`src/rtl/nexys_starship_game_ctrl.sv`:
```
// Game sequencer for the four monster terminals: runs INIT/PLAY/OVER, keeps score and
// high score, and supplies the shared timer clock and per-terminal random bits.
module nexys_starship_game_ctrl #(
    parameter int          TIMER_HALF = 50_000_000,
    parameter logic [15:0] LFSR_SEED  = 16'hACE1,
    parameter int          SCORE_W    = 10
) (
    input  logic               Clk,
    input  logic               Reset,
    input  logic               start_btn,
    input  logic [3:0]         monster_gameover,
    input  logic [3:0]         monster,
    output logic               play_flag,
    output logic               gameover_ctrl,
    output logic               timer_clk,
    output logic [3:0]         random,
    output logic [SCORE_W-1:0] score,
    output logic [SCORE_W-1:0] high_score,
    output logic               q_Init,
    output logic               q_Play,
    output logic               q_Over
);

    localparam logic [1:0] ST_INIT = 2'b00;
    localparam logic [1:0] ST_PLAY = 2'b01;
    localparam logic [1:0] ST_OVER = 2'b10;

    localparam int              CNT_W    = (TIMER_HALF > 1) ? $clog2(TIMER_HALF) : 1;
    localparam logic [CNT_W-1:0] CNT_LAST = CNT_W'(TIMER_HALF - 1);

    function automatic logic [2:0] count4(input logic [3:0] v);
        return {2'b00, v[0]} + {2'b00, v[1]} + {2'b00, v[2]} + {2'b00, v[3]};
    endfunction

    // Saturating add so a long game pins at the maximum instead of wrapping.
    function automatic logic [SCORE_W-1:0] sat_add(input logic [SCORE_W-1:0] a,
                                                   input logic [2:0] b);
        logic [SCORE_W+2:0] s;
        s = {3'b000, a} + {{SCORE_W{1'b0}}, b};
        if (s > {3'b000, {SCORE_W{1'b1}}}) begin
            return {SCORE_W{1'b1}};
        end else begin
            return s[SCORE_W-1:0];
        end
    endfunction

    logic [1:0]         state_q, state_d;
    logic [SCORE_W-1:0] score_q, score_d;
    logic [SCORE_W-1:0] high_q, high_d;
    logic [3:0]         hist_q;
    logic [CNT_W-1:0]   cnt_q, cnt_d;
    logic               tclk_q, tclk_d;
    logic [15:0]        lfsr_q, lfsr_d;
    logic [3:0]         random_q, random_d;
    logic               play_q, over_q, init_q;
    logic [2:0]         falls_s;

    assign falls_s = count4(hist_q & ~monster);

    // Game flow, scoring and high-score capture on OVER entry.
    always_comb begin
        state_d = state_q;
        score_d = score_q;
        high_d  = high_q;
        case (state_q)
            ST_INIT: begin
                if (start_btn) begin
                    state_d = ST_PLAY;
                    score_d = {SCORE_W{1'b0}};
                end else begin
                    state_d = ST_INIT;
                end
            end
            ST_PLAY: begin
                if (|monster_gameover) begin
                    state_d = ST_OVER;
                    if (score_q > high_q) begin
                        high_d = score_q;
                    end else begin
                        high_d = high_q;
                    end
                end else begin
                    score_d = sat_add(score_q, falls_s);
                end
            end
            ST_OVER: begin
                if (start_btn) begin
                    state_d = ST_INIT;
                end else begin
                    state_d = ST_OVER;
                end
            end
            default: begin
                state_d = ST_INIT;
            end
        endcase
    end

    // Free-running timer divider and LFSR.
    always_comb begin
        if (cnt_q == CNT_LAST) begin
            cnt_d  = {CNT_W{1'b0}};
            tclk_d = ~tclk_q;
        end else begin
            cnt_d  = cnt_q + CNT_W'(1);
            tclk_d = tclk_q;
        end
        lfsr_d   = {1'b0, lfsr_q[15:1]} ^ (lfsr_q[0] ? 16'hB400 : 16'h0000);
        random_d = {lfsr_d[15], lfsr_d[10], lfsr_d[5], lfsr_d[0]};
    end

    // State, datapath and registered outputs.
    always_ff @(posedge Clk or posedge Reset) begin
        if (Reset) begin
            state_q  <= ST_INIT;
            score_q  <= {SCORE_W{1'b0}};
            high_q   <= {SCORE_W{1'b0}};
            hist_q   <= 4'b0000;
            cnt_q    <= {CNT_W{1'b0}};
            tclk_q   <= 1'b0;
            lfsr_q   <= LFSR_SEED;
            random_q <= {LFSR_SEED[15], LFSR_SEED[10], LFSR_SEED[5], LFSR_SEED[0]};
            play_q   <= 1'b0;
            over_q   <= 1'b0;
            init_q   <= 1'b1;
        end else begin
            state_q  <= state_d;
            score_q  <= score_d;
            high_q   <= high_d;
            hist_q   <= monster;
            cnt_q    <= cnt_d;
            tclk_q   <= tclk_d;
            lfsr_q   <= lfsr_d;
            random_q <= random_d;
            play_q   <= (state_d == ST_PLAY);
            over_q   <= (state_d == ST_OVER);
            init_q   <= (state_d == ST_INIT);
        end
    end

    assign play_flag     = play_q;
    assign gameover_ctrl = over_q;
    assign q_Play        = play_q;
    assign q_Over        = over_q;
    assign q_Init        = init_q;
    assign timer_clk     = tclk_q;
    assign random        = random_q;
    assign score         = score_q;
    assign high_score    = high_q;

endmodule

```
`config.mk`:
```
export PLATFORM = sky130hd
export DESIGN_NAME = nexys_starship_game_ctrl
export DESIGN_NICKNAME = d
export VERILOG_FILES = /design/src/rtl/nexys_starship_game_ctrl.sv
export SDC_FILE = /design/constraint.sdc
export NUM_CORES = 1
export LEC_CHECK = 0
export CORE_MARGIN = 5
export CORE_UTILIZATION = 59
export DETAILED_ROUTE_END_ITERATION = 6
export PLACE_DENSITY = 0.84
export SKIP_CTS_REPAIR_TIMING = 1
export SLEW_MARGIN = 40
export SYNTH_ARGS = -nofsm -noshare
export SYNTH_HDL_FRONTEND = slang
export SYNTH_SLANG_ARGS = --single-unit
```
`constraint.sdc`:
```
create_clock -name Clk -period 6.3 [get_ports Clk]
set_clock_uncertainty 0.2 [all_clocks]
set_input_delay 1.89 -clock Clk [delete_from_list [all_inputs] [get_ports Clk]]
set_output_delay 1.89 -clock Clk [all_outputs]
set_load 0.05 [all_outputs]
```
==> results of run 1 <==
-- flip-flops by register name (all words and copies together), names as in the netlist --
signal	flops
lfsr_q	13
cnt_q	26
timer_clk	1
q_Init	1
state_q	2
gameover_ctrl	1
random	3
hist_q	4
high_score	10
play_flag	1
score	10
-- power groups by stage --
stage	sequential [mW]	combinational (mW)	clock, mW
final	0.495	0.150	0.370
after global routing	0.497	0.159	0.411
after CTS	0.494	0.152	0.381
after detailed placement	0.503	0.151	0
after global placement	0.502	0.148	0
after floorplan	0.536	0.0752	0
-- kinds of logic after synthesis --
kind of cell | share of synthesized area
muxes | 0.0358
buffers and inverters | 0.0447
adders and majority gates | 0.0626
AOI/OAI and AO/OA | 0.0813
xor gates and xnor gates | 0.0757
and+or+nand+nor | 0.160
DFF | 0.540
-- metal layers --
layer	vias up	share of wire	GRT usage	routed length [um]
met5	-	0	0	0
met4	0	0.027	0.108	171
met3	15	0.054	0.0447	346
met2	68	0.47	0.293	3010
met1	1140	0.45	0.268	2870
li1	1076	-	-	-
-- layout make-up --
cell class | instances | area share
tap | 72 | 0.0226
multi-input combinational | 188 | 0.349
inverter | 21 | 0.0201
clock buffer | 9 | 0.0311
timing repair buffer | 41 | 0.102
sequential | 72 | 0.455
clock inverter | 7 | 0.0201
-- worst max-delay path by stage --
stage | to | cells past startpoint
finish | score[2] | 11
global route | score[2] | 11
CTS | score[2] | 11
detailed placement | score[2] | 11
global placement | score[4] | 11
floorplan | score[0] | 10
-- stage by stage --
step	worst slack (ps)	power [mW]	instances	instance area, um2	hold WS (ps)
floorplan	2030	0.611	292	3360	131
global placement	1480	0.650	394	3780	135
detailed placement	1350	0.654	394	3780	139
CTS	1690	1.03	410	3990	156
global route	1470	1.07	410	3990	154
finish	1630	1.01	410	3990	155
-- layout by cell type, fill, tap and decap left out, drive strengths merged, types with 4 or more instances in the layout --
master | synthesis | final
dfrtp | 63 | 63
clkdlybuf4s50 | 0 | 40
nor2 | 25 | 25
xor2 | 22 | 22
inv | 20 | 22
nand3 | 17 | 17
nand2 | 14 | 14
o21ai | 13 | 13
ha | 12 | 12
nand4 | 11 | 11
a21oi | 11 | 11
clkbuf | 2 | 9
dfstp | 9 | 9
mux2 | 8 | 8
xnor2 | 7 | 7
nor4 | 5 | 5
nand2b | 4 | 4
a21o | 4 | 4
-- worst max-delay path: stages --
cell	delay, ps
clkdlybuf4s50_1	420
nand2b_1	170
fa_1	500
fa_1	450
inv_1	80
fa_1	240
nand4_1	150
nor2_1	220
nand3_1	270
o21ai_0	180
a22o_1	180
==> flow_metrics.env, run 1 <==
export IMPL_status="completed"
export IMPL_grt_max_degree=59
export IMPL_dieHeight_um=85.4
export IMPL_vias=2299
export IMPL_slew_headroom=0.532
export IMPL_numCtsBuffers=9
export IMPL_grt_overflow=0
export IMPL_yosysUniqueCellTypes=45
export IMPL_regArea_um2=1810
export IMPL_finalSetupViolCount=0
export IMPL_drc_errors=0
export IMPL_n_antenna_cell=0
export IMPL_nFillCells=386
export IMPL_insertion_delay_ps=350
export IMPL_nets=359
export IMPL_synth_top_area_frac=0.470
export IMPL_seq_power_share=0.487
export IMPL_grt_pass1_wl_mm=11.4
export IMPL_vias_per_cell=5.61
export IMPL_area_growth_pct=18.8
export IMPL_required_ps=6390
export IMPL_dieArea_um2=7300
export IMPL_r2r_slack_ps=3240
export IMPL_startpoint="monster[0]"
export IMPL_die_w_um=85.4
export IMPL_cts_tree="yes"
export IMPL_cts_path_max_buffers=2
export IMPL_synth_edf_count=0
export IMPL_wl_per_cell_um=15.6
export IMPL_p_int_mw=0.719
export IMPL_maxCapViolCount=0
export IMPL_hold_depth=0
export IMPL_tns_ps=0
export IMPL_power_density_nw_per_um2=254
export IMPL_hold_class="reg -> reg"
export IMPL_ys_top_cells_by_count="dfrtp_1, nor2_1, xor2_1"
export IMPL_rows=27
export IMPL_r2r_end="score[2]"
export IMPL_postSynthAreaPerCell_um2=11.5
export IMPL_cp_max_fo=7
export IMPL_root_buffer="clkbuf_8"
export IMPL_synth_seq_cells=72
export IMPL_grt_pass1_vias=2401
export IMPL_rsz0062_at_grt="false"
export IMPL_drive_gt1_frac=0.142
export IMPL_clkPwrFrac=0.365
export IMPL_worstHoldStart="lfsr_q[7]"
export IMPL_swShare=0.292
export IMPL_htreeDepth=3
export IMPL_ant_nets=0
export IMPL_hold_end="lfsr_q[6]"
export IMPL_combPwrFrac=0.148
export IMPL_portBuffers=40
export IMPL_post_route_util=0.724
export IMPL_ir_drop_mv=0.236
export IMPL_synthTopCellsByArea="dfrtp_1, dfstp_2, xor2_1"
export IMPL_tightest_slew_ps=701
export IMPL_ios=41
export IMPL_synth_async_reset_ratio=1.00
export IMPL_synth_net_count=318
export IMPL_start_util=0.610
export IMPL_fmax_mhz=214
export IMPL_syn_inst=292
export IMPL_yosysWarnings=0
export IMPL_antenna_found_initial=0
export IMPL_yosysMostFrequentCell="dfrtp_1"
export IMPL_wl_mm=6.40
export IMPL_r2r_start="score[0]"
export IMPL_core_um2=5510
export IMPL_cp_start_kind="primary input"
export IMPL_multiInputGateArea_um2=1390
export IMPL_finalHoldViolCount=0
export IMPL_clock_sinks=72
export IMPL_rr_worst_depth=10
export IMPL_min_period_ps=4670
export IMPL_drtIter0Drc=151
export IMPL_power_switching_mw=0.296
export IMPL_leakage_nw=1.86
export IMPL_grtUsageTotal=0.197
export IMPL_slew_viol_final=0
export IMPL_worstSetupPathType="in -> reg"
export IMPL_end_kind="flop"
export IMPL_gp_congestion=0.888
export IMPL_synth_ff_type="dfrtp_1"
export IMPL_dr_pass1_iters=4
export IMPL_syn_area_um2=3360
export IMPL_clkTransAtPathRegs_ps=80
export IMPL_crit_arrival_ps=4750
export IMPL_dp_hpwl_mm=4.50
export IMPL_period_share=0.741
export IMPL_ys_seq_area_frac=0.540
export IMPL_yosys_area_top_type="dfrtp_1"
Note: power is estimated with default switching activity, not from simulation.
==> run 2: changes to the inputs <==
Settings changed: CORE_UTILIZATION 59 to 50, PLACE_DENSITY 0.84 to 0.76.
Clock period 6.3 ns to 3.9 ns, I/O delays scaled along.
==> run 2 against run 1 <==
Net effect:
- combinational power rose by 61%
- worst hold slack got worse by 2.1 ps
- total power rose by 61%
- register-to-register slack got worse by 2200 ps
- first-iteration DRC count fell by 23%
- sequential share of layout area fell by 0.41 points
- core utilization fell by 10 points
- final cell count rose by 1.7%
- wire length barely moved
- non-clock buffer count rose by 2
- largest cell class unchanged
- highest routed layer unchanged
==> flow_metrics.env, run 2 (synthesis gave the netlist of run 1 again) <==
export IMPL_wl_per_cell_um=15.4
export IMPL_area_growth_pct=19.9
export IMPL_slew_viol_final=0
export IMPL_final_cell_mix="dfrtp_1, clkdlybuf4s50_1, nor2_1"
export IMPL_post_route_util=0.623
export IMPL_vias_per_cell=5.46
export IMPL_wl_mm=6.40
export IMPL_hold_end="lfsr_q[1]"
export IMPL_fmax_mhz=265
export IMPL_crit_arrival_ps=3830
export IMPL_regMostFlops="cnt_q"
export IMPL_drtIter0Drc=117
export IMPL_r2r_end="score[4]"
export IMPL_grt_overflow=0
export IMPL_leakage_nw=1.88
export IMPL_final_common_cell="dfrtp_1"
export IMPL_grtUsageTotal=0.168
export IMPL_ant_nets=0
export IMPL_cp_max_fo=7
export IMPL_worstSetupPathType="in -> reg"
export IMPL_grt_pass1_wl_mm=11.2
export IMPL_dr_pass1_iters=4
export IMPL_die_w_um=91.9
export IMPL_status="completed"
export IMPL_n_antenna_cell=0
export IMPL_cts_path_max_buffers=2
export IMPL_hold_class="reg -> reg"
export IMPL_hold_depth=0
export IMPL_r2r_slack_ps=1010
export IMPL_drive_gt1_frac=0.150
export IMPL_gp_congestion=0.884
export IMPL_min_period_ps=3780
export IMPL_antenna_found_initial=0
export IMPL_tightest_slew_ps=669
export IMPL_htreeDepth=3
export IMPL_drc_errors=0
export IMPL_insertion_delay_ps=350
export IMPL_ir_drop_mv=0.325
export IMPL_dieHeight_um=91.9
export IMPL_dp_hpwl_mm=4.63
export IMPL_root_buffer="clkbuf_8"
export IMPL_cts_tree="yes"
export IMPL_start_util=0.520
export IMPL_cp_start_kind="primary input"
export IMPL_maxCapViolCount=0
export IMPL_numCtsBuffers=9
export IMPL_finalHoldViolCount=0
export IMPL_r2r_start="score[0]"
export IMPL_finalNonFillerCells=417
export IMPL_largest_reg_flops=26
export IMPL_period_share=0.968
export IMPL_slew_headroom=0.552
export IMPL_nets=361
export IMPL_core_um2=6460
export IMPL_required_ps=3950
export IMPL_power_density_nw_per_um2=406
export IMPL_reg_top3="cnt_q x26, lfsr_q x13"
export IMPL_clkTransAtPathRegs_ps=80
export IMPL_clock_sinks=72
export IMPL_tns_ps=0
export IMPL_grt_max_degree=43
export IMPL_grt_pass1_vias=2395
export IMPL_portBuffers=40
export IMPL_place_inst=401
export IMPL_vias=2276
export IMPL_dieArea_um2=8450
export IMPL_power_mw=1.63
export IMPL_rows=29
export IMPL_worstHoldStart="lfsr_q[2]"
export IMPL_end_kind="flop"
export IMPL_finalSetupViolCount=0
export IMPL_ios=41
export IMPL_rr_worst_depth=10
==> run 2: power by group <==
part	switching (mW)	internal [mW]
logic	0.158	0.0841
registers	0.0216	0.776
clock network	0.293	0.302
total	0.472	1.16
==> run 2: worst max-delay path, cell delays in order <==
cell,delay (ps)
clkdlybuf4s50_1,420
nand2b_1,170
fa_1,490
fa_1,450
inv_1,80
fa_1,240
nand4_1,120
nor2_1,180
nand3_2,170
o21a_1,160
o21ai_0,190
==> run 2: through the flow <==
step / hold slack, ps / instance area [um2] / setup slack (ps)
2_1_floorplan: 131 / 3360 / 345
5_1_grt: 159 / 4030 / -0.330
3_5_place_dp: 136 / 3820 / -221
4_1_cts: 155 / 4020 / 143
6_report: 153 / 4030 / 125
3_3_place_gp: 137 / 3820 / -124
==> run 2: how the worst max path moves through the flow <==
stage	startpoint	end	slack, ps
2_1_floorplan	monster[0]	score[0]	350
3_3_place_gp	monster[0]	score[0]	-120
3_5_place_dp	monster[0]	score[6]	-220
4_1_cts	monster[0]	score[6]	140
5_1_grt	monster[0]	score[4]	-0.3
6_report	monster[0]	score[4]	120
==> run 2: layout make-up <==
cell class              instances  area (um2)
flip-flops and latches         72        1810
repair buffers                 43         435
inverters                      21        80.1
clock buffers                   9         124
clock inverters                 7        77.6
well taps                      77        96.3
fillers                       508        2430
multi-input cells             188        1400
==> run 2: layer usage <==
layer | vias up | routed length (um) | global-route usage
li1 | 1083 | - | -
met1 | 1111 | 2800 | 0.218
met2 | 71 | 3160 | 0.261
met3 | 11 | 355 | 0.0565
met4 | 0 | 77 | 0.0681
met5 | - | 0 | 0
==> run 3: changes to the inputs <==
Settings changed: SLEW_MARGIN 40 to 15.
==> results of run 3 <==
Final layout, timing and power as in run 2 (identical DEF).
